### src/rtl/pipe_pkg.sv
// rtl/pipe_pkg.sv - shared state encoding and control-vector field offsets for elastic pipeline stages
package pipe_pkg;

    typedef enum logic [1:0] {
        ST_EMPTY = 2'd0,
        ST_ONE   = 2'd1,
        ST_FULL  = 2'd2
    } state_t;

    // Bit positions inside the ID/EX and EX/WB control vectors
    localparam int MEM_WRITE     = 0;
    localparam int ALU_SRC       = 1;
    localparam int ALU_REG_WRITE = 2;
    localparam int MEM_REG_WRITE = 3;
    localparam int LONG_WRITE    = 4;
    localparam int BRANCH        = 5;

endpackage

### src/rtl/pipe_stage_elastic_if.sv
// rtl/pipe_stage_elastic_if.sv - valid/ready stream carrying payload and control bits
interface pipe_stage_elastic_if #(
    parameter int WIDTH  = 32,
    parameter int CTRL_W = 8
);
    logic              valid;
    logic              ready;
    logic [WIDTH-1:0]  data;
    logic [CTRL_W-1:0] ctrl;

    modport master (output valid, output data, output ctrl, input ready);
    modport slave  (input valid, input data, input ctrl, output ready);
endinterface

### src/rtl/pipe_entry_reg.sv
// rtl/pipe_entry_reg.sv - payload+control register with load enable; control cleared on reset/flush
module pipe_entry_reg #(
    parameter int WIDTH  = 32,
    parameter int CTRL_W = 8
) (
    input  logic              clk,
    input  logic              reset,
    input  logic              flush,
    input  logic              load,
    input  logic [WIDTH-1:0]  next_data,
    input  logic [CTRL_W-1:0] next_ctrl,
    output logic [WIDTH-1:0]  data,
    output logic [CTRL_W-1:0] ctrl
);

    // Payload survives a flush; only the control bits carry meaning once squashed.
    always_ff @(posedge clk) begin
        if (reset) begin
            data <= '0;
            ctrl <= '0;
        end else if (flush) begin
            ctrl <= '0;
        end else if (load) begin
            data <= next_data;
            ctrl <= next_ctrl;
        end
    end

endmodule

### src/rtl/pipe_stage_elastic.sv
// rtl/pipe_stage_elastic.sv - elastic pipeline stage, single register or 2-entry skid buffer
module pipe_stage_elastic
    import pipe_pkg::*;
#(
    parameter int WIDTH  = 32,
    parameter int CTRL_W = 8,
    parameter bit SKID   = 1'b1
) (
    input  logic                 clk,
    input  logic                 reset,
    input  logic                 flush,
    pipe_stage_elastic_if.slave  up,
    pipe_stage_elastic_if.master down,
    output logic [1:0]           occupancy
);

    logic              in_fire;
    logic              out_fire;
    logic [WIDTH-1:0]  data_main;
    logic [CTRL_W-1:0] ctrl_main;

    assign in_fire   = up.valid & up.ready;
    assign out_fire  = down.valid & down.ready;
    assign down.data = data_main;
    assign down.ctrl = ctrl_main & {CTRL_W{down.valid}};

    if (SKID) begin : g_skid
        state_t            state;
        state_t            state_next;
        logic              ready_q;
        logic              main_load;
        logic              skid_load;
        logic [WIDTH-1:0]  data_skid;
        logic [CTRL_W-1:0] ctrl_skid;
        logic [WIDTH-1:0]  main_next_data;
        logic [CTRL_W-1:0] main_next_ctrl;

        always_comb begin
            state_next = state;
            main_load  = 1'b0;
            skid_load  = 1'b0;
            case (state)
                ST_EMPTY: begin
                    if (in_fire) begin
                        state_next = ST_ONE;
                        main_load  = 1'b1;
                    end
                end
                ST_ONE: begin
                    if (in_fire && out_fire) begin
                        main_load = 1'b1;
                    end else if (in_fire) begin
                        state_next = ST_FULL;
                        skid_load  = 1'b1;
                    end else if (out_fire) begin
                        state_next = ST_EMPTY;
                    end
                end
                ST_FULL: begin
                    if (out_fire) begin
                        state_next = ST_ONE;
                        main_load  = 1'b1;
                    end
                end
                default: state_next = ST_EMPTY;
            endcase
            // An output handshake in a flush cycle has already been taken downstream.
            if (flush) begin
                state_next = ST_EMPTY;
                main_load  = 1'b0;
                skid_load  = 1'b0;
            end
        end

        // in_ready is registered from the next state, cutting the ready path between stages.
        always_ff @(posedge clk) begin
            if (reset) begin
                state   <= ST_EMPTY;
                ready_q <= 1'b0;
            end else begin
                state   <= state_next;
                ready_q <= (state_next != ST_FULL);
            end
        end

        assign main_next_data = (state == ST_FULL) ? data_skid : up.data;
        assign main_next_ctrl = (state == ST_FULL) ? ctrl_skid : up.ctrl;

        pipe_entry_reg #(.WIDTH(WIDTH), .CTRL_W(CTRL_W)) u_main (
            .clk       (clk),
            .reset     (reset),
            .flush     (flush),
            .load      (main_load),
            .next_data (main_next_data),
            .next_ctrl (main_next_ctrl),
            .data      (data_main),
            .ctrl      (ctrl_main)
        );

        pipe_entry_reg #(.WIDTH(WIDTH), .CTRL_W(CTRL_W)) u_skid (
            .clk       (clk),
            .reset     (reset),
            .flush     (flush),
            .load      (skid_load),
            .next_data (up.data),
            .next_ctrl (up.ctrl),
            .data      (data_skid),
            .ctrl      (ctrl_skid)
        );

        assign up.ready   = ready_q;
        assign down.valid = (state != ST_EMPTY);
        assign occupancy  = state;
    end else begin : g_single
        logic valid_q;

        assign up.ready = !reset & (!valid_q | down.ready);

        always_ff @(posedge clk) begin
            if (reset || flush) begin
                valid_q <= 1'b0;
            end else if (in_fire) begin
                valid_q <= 1'b1;
            end else if (out_fire) begin
                valid_q <= 1'b0;
            end
        end

        pipe_entry_reg #(.WIDTH(WIDTH), .CTRL_W(CTRL_W)) u_main (
            .clk       (clk),
            .reset     (reset),
            .flush     (flush),
            .load      (in_fire),
            .next_data (up.data),
            .next_ctrl (up.ctrl),
            .data      (data_main),
            .ctrl      (ctrl_main)
        );

        assign down.valid = valid_q;
        assign occupancy  = {1'b0, valid_q};
    end

endmodule

### src/flat_wrapper.sv
// flat-port wrapper written by rule: the top's interface ports become plain ports
module pipe_stage_elastic_flat import pipe_pkg::*;
#(
    parameter int WIDTH  = 32,
    parameter int CTRL_W = 8,
    parameter bit SKID   = 1'b1
)
  (clk, reset, flush, occupancy, up_valid, up_data, up_ctrl, up_ready, down_valid, down_data, down_ctrl, down_ready);
  pipe_stage_elastic_if #(.WIDTH(WIDTH), .CTRL_W(CTRL_W)) up_i ();
  pipe_stage_elastic_if #(.WIDTH(WIDTH), .CTRL_W(CTRL_W)) down_i ();
  input  logic clk;
  input  logic reset;
  input  logic flush;
  output logic [1:0] occupancy;
  input wire logic [$bits(up_i.valid)-1:0] up_valid;
  input wire logic [$bits(up_i.data)-1:0] up_data;
  input wire logic [$bits(up_i.ctrl)-1:0] up_ctrl;
  output wire logic [$bits(up_i.ready)-1:0] up_ready;
  output wire logic [$bits(down_i.valid)-1:0] down_valid;
  output wire logic [$bits(down_i.data)-1:0] down_data;
  output wire logic [$bits(down_i.ctrl)-1:0] down_ctrl;
  input wire logic [$bits(down_i.ready)-1:0] down_ready;
  assign up_i.valid = up_valid;
  assign up_i.data = up_data;
  assign up_i.ctrl = up_ctrl;
  assign up_ready = up_i.ready;
  assign down_valid = down_i.valid;
  assign down_data = down_i.data;
  assign down_ctrl = down_i.ctrl;
  assign down_i.ready = down_ready;
  pipe_stage_elastic #(.WIDTH(WIDTH), .CTRL_W(CTRL_W), .SKID(SKID)) u_core (.clk(clk), .reset(reset), .flush(flush), .up(up_i), .down(down_i), .occupancy(occupancy));
endmodule
### config.mk
export PLATFORM = sky130hd
export DESIGN_NAME = pipe_stage_elastic_flat
export DESIGN_NICKNAME = d
export VERILOG_FILES = /design/src/rtl/pipe_pkg.sv /design/src/rtl/pipe_stage_elastic_if.sv /design/src/rtl/pipe_entry_reg.sv /design/src/rtl/pipe_stage_elastic.sv /design/src/flat_wrapper.sv
export SDC_FILE = /design/constraint.sdc
export NUM_CORES = 1
export LEC_CHECK = 0
export BUFFER_PORTS_ARGS = -buffer_cell sky130_fd_sc_hd__buf_4
export CORE_MARGIN = 10
export CORE_UTILIZATION = 57
export DETAILED_ROUTE_END_ITERATION = 16
export PLACE_DENSITY = 0.85
export SLEW_MARGIN = 30
export SYNTH_ARGS = -nofsm -noshare
export SYNTH_HDL_FRONTEND = slang
export SYNTH_SLANG_ARGS = --single-unit
export TNS_END_PERCENT = 100
### constraint.sdc
create_clock -name clk -period 3.2 [get_ports clk]
set_clock_uncertainty 0.1 [all_clocks]
set_input_delay 0.64 -clock clk [delete_from_list [all_inputs] [get_ports clk]]
set_output_delay 0.64 -clock clk [all_outputs]
set_load 0.01 [all_outputs]
==> qor.csv <==
metric,value,unit
status,finished clean,
Net Sw Frac,0.2264,
post-route total power,2.194,mW
largest net degree at the start of global routing,68,
Peak VDD IR,0.3222,mV
crit path DAT,1.40,ns
ANT cells,0,
Max Fanout on Critical Path,10,
DP Cell Count,519,
CP max stage delay,0.41,ns
CTS Buffer Depth,2,
ys async rst share,0,
Slew HR,0.4321,
sequential fraction of the synthesis area,0.4694,
#FFs+latches synth,83,
sw power,0.4966,mW
global-route wire length before repair,13.45,mm
slowest cell on the critical path,nor2_1,
vias per inst,5.517,
router iterations before antenna repair,4,
Core Rows,28,
die area,9761,um^2
max-slew violation count,0,
final hold slack,0.3552,ns
chip height,98.80,um
vias in the first global route,2821,
total CTS buffers,9,
"CP delay by family, top",simple AND/OR/NAND/NOR gates,
Startpoint Class,flip-flop,
pre-CTS setup slack,0.9125,ns
"Cell Area, Synth",3540,um^2
WP data required,2.46,ns
crit path time final,2.139,ns
Die X,98.80,um
Clock Tree Root,clkbuf_8,
Worst-Margin Slew,0.8508,ns
Non-Filler Instances,532,
Final Hold Vio Count,0,
area of the multi-input gates,1718,um^2
postcts setup bufs,0,
Synth Net Count,428,
Final Cell Area,4403,um^2
# hold bufs at CTS,0,
clock transition at the registers of the reported paths,0.07,ns
worst path cell trace,nor2_1 > inv_1 > buf_4,
fmax,467.5,MHz
I/O Pins,89,
setup violators final,0,
P_leak,1.931,nW
H-tree depth,3,
Hold Path Class,flip-flop to flip-flop,
core area,5991,um^2
remaining antenna violation count after routing,0,
Hold Path Depth,2,
FF-to-FF setup slack,1.15,ns
"Top FF cell, synth",dfxtp_1,
WL/cell,15.55,um
Iter 0 DRT Violations,139,
nets,500,
Final Core Density,0.7350,
Mapped Cells,383,
final worst-path cycle share,0.6684,
total grt overflow,0,
class of the most critical setup path,flip-flop to output pin,
R2R depth,4,
post-cts sizing count,0,
DRT Wirelength,8.270,mm
detailed-route via count,2935,
Remaining DRCs,0,
DP Wirelength,5.571,mm
crit path buf inv count,2,
I/O Buffers,88,
clock power share,0.387,
Yosys cell types,27,
RSZ-0062 raised after global routing,no,
Seq pwr share,0.496,
Area growth syn-to-layout,24.39,%
clock sinks,83,
TritonCTS clock tree,yes,
Internal Power,1.697,mW
crit end category,output pin,
register area,1662,um^2
initial antenna violation count,0,
Syn Area/Cell,9.242,um^2
latest clock arrival within the worst-skew pair,0.34,ns
max-cap violation count,0,
Filler Cells Inserted,466,
"EDFF count, synth",0,
final setup TNS,0,ns
Placement Cell Area,4185,um^2
layout cells sized above 1,0.2998,
PwrDens,498.2,nW/um^2
final worst setup slack,1.061,ns
Starting Density,0.5909,
Critical Path Stages,3,
Comb power frac,0.117,
routability cong.,0.8142,
GRT Total Usage,0.1643,
Yosys warnings,0,
-- cell type report --
class / count / area share
Clock buffer: 10 / 0.02899
Clock inverter: 3 / 0.02046
Inverter: 1 / 0.0008525
Multi-Input combinational cell: 269 / 0.3902
Sequential cell: 83 / 0.3774
Tap cell: 75 / 0.02131
Timing Repair Buffer: 91 / 0.1608
-- cells in the final DEF, fill, tap and decap left out, drive strengths merged --
master | synthesis | final
a211oi | 40 | 40
a21boi | 1 | 1
a21oi | 40 | 40
a31oi | 2 | 2
and3 | 1 | 1
and3b | 2 | 2
buf | 16 | 91
bufinv | 0 | 3
clkbuf | 14 | 10
dfxtp | 83 | 83
inv | 1 | 1
mux2i | 40 | 40
nand2 | 81 | 81
nand2b | 1 | 1
nand3 | 2 | 2
nand3b | 1 | 1
nand4b | 1 | 1
nand4bb | 1 | 1
nor2 | 44 | 44
nor2b | 8 | 8
nor3 | 1 | 1
nor4 | 1 | 1
o21bai | 1 | 1
or2 | 1 | 1
-- synthesized netlist by cell type (all sizes together) (2+ instances only) --
cell	n	area [um^2]
clkbuf	14	52.55
nand3	2	10.01
dfxtp	83	1662
mux2i	40	400.4
nor2	44	165.2
buf	16	111.4
and3b	2	17.52
nor2b	8	50.05
a21oi	40	200.2
a31oi	2	27.53
nand2	81	304.0
a211oi	40	440.4
-- worst register-to-register path: cells and delay by family, from the launching register on --
family	cells	cell delay [ns]
flip-flops	1	0.46
AND/OR/NAND/NOR	3	1.23
AO/OA/AOI/OAI	1	0.10
-- path summary, 6_finish.rpt --
kind                                                    from                                          to
setup / recovery              u_core.occupancy[0]$_SDFF_PP0_                                  down_valid
hold / removal    u_core.g_skid.u_skid.data[22]$_SDFFE_PP0P_  u_core.g_skid.u_skid.data[22]$_SDFFE_PP0P_
setup reg to reg                  u_core.up.ready$_SDFF_PP0_  u_core.g_skid.u_skid.data[16]$_SDFFE_PP0P_
hold reg to reg   u_core.g_skid.u_skid.data[22]$_SDFFE_PP0P_  u_core.g_skid.u_skid.data[22]$_SDFFE_PP0P_
-- layer usage --
metal,GRT usage,part of all wire,vias up
li1,-,-,1449
met1,0.1978,0.42,1393
met2,0.2640,0.50,81
met3,0.04399,0.058,12
met4,0.08159,0.020,0
met5,0,0,-
-- power groups by stage --
stage / clock [mW] / sequential (mW) / combinational, mW
after global routing: 0.908 / 1.09 / 0.279
final: 0.849 / 1.09 / 0.256
after detailed placement: 0 / 1.11 / 0.259
after CTS: 0.862 / 1.09 / 0.260
after global placement: 0 / 1.11 / 0.251
after floorplan: 0 / 1.12 / 0.129
-- logic make-up after synthesis --
kind of cell	Yosys count	share of synthesized area
DFF	83	0.4694
and+or+nand+nor	145	0.1771
buffers and inverters	31	0.04737
AOI/OAI and AO/OA	84	0.1930
muxes	40	0.1131
-- state kept, by name, indices dropped and copies added, names as in the netlist --
| name | count |
|---|---|
| u_core.g_skid.u_main.ctrl | 8 |
| u_core.g_skid.u_main.data | 32 |
| u_core.g_skid.u_skid.ctrl | 8 |
| u_core.g_skid.u_skid.data | 32 |
| u_core.occupancy | 2 |
| u_core.up.ready | 1 |
Note: power is estimated with default switching activity, not from simulation.
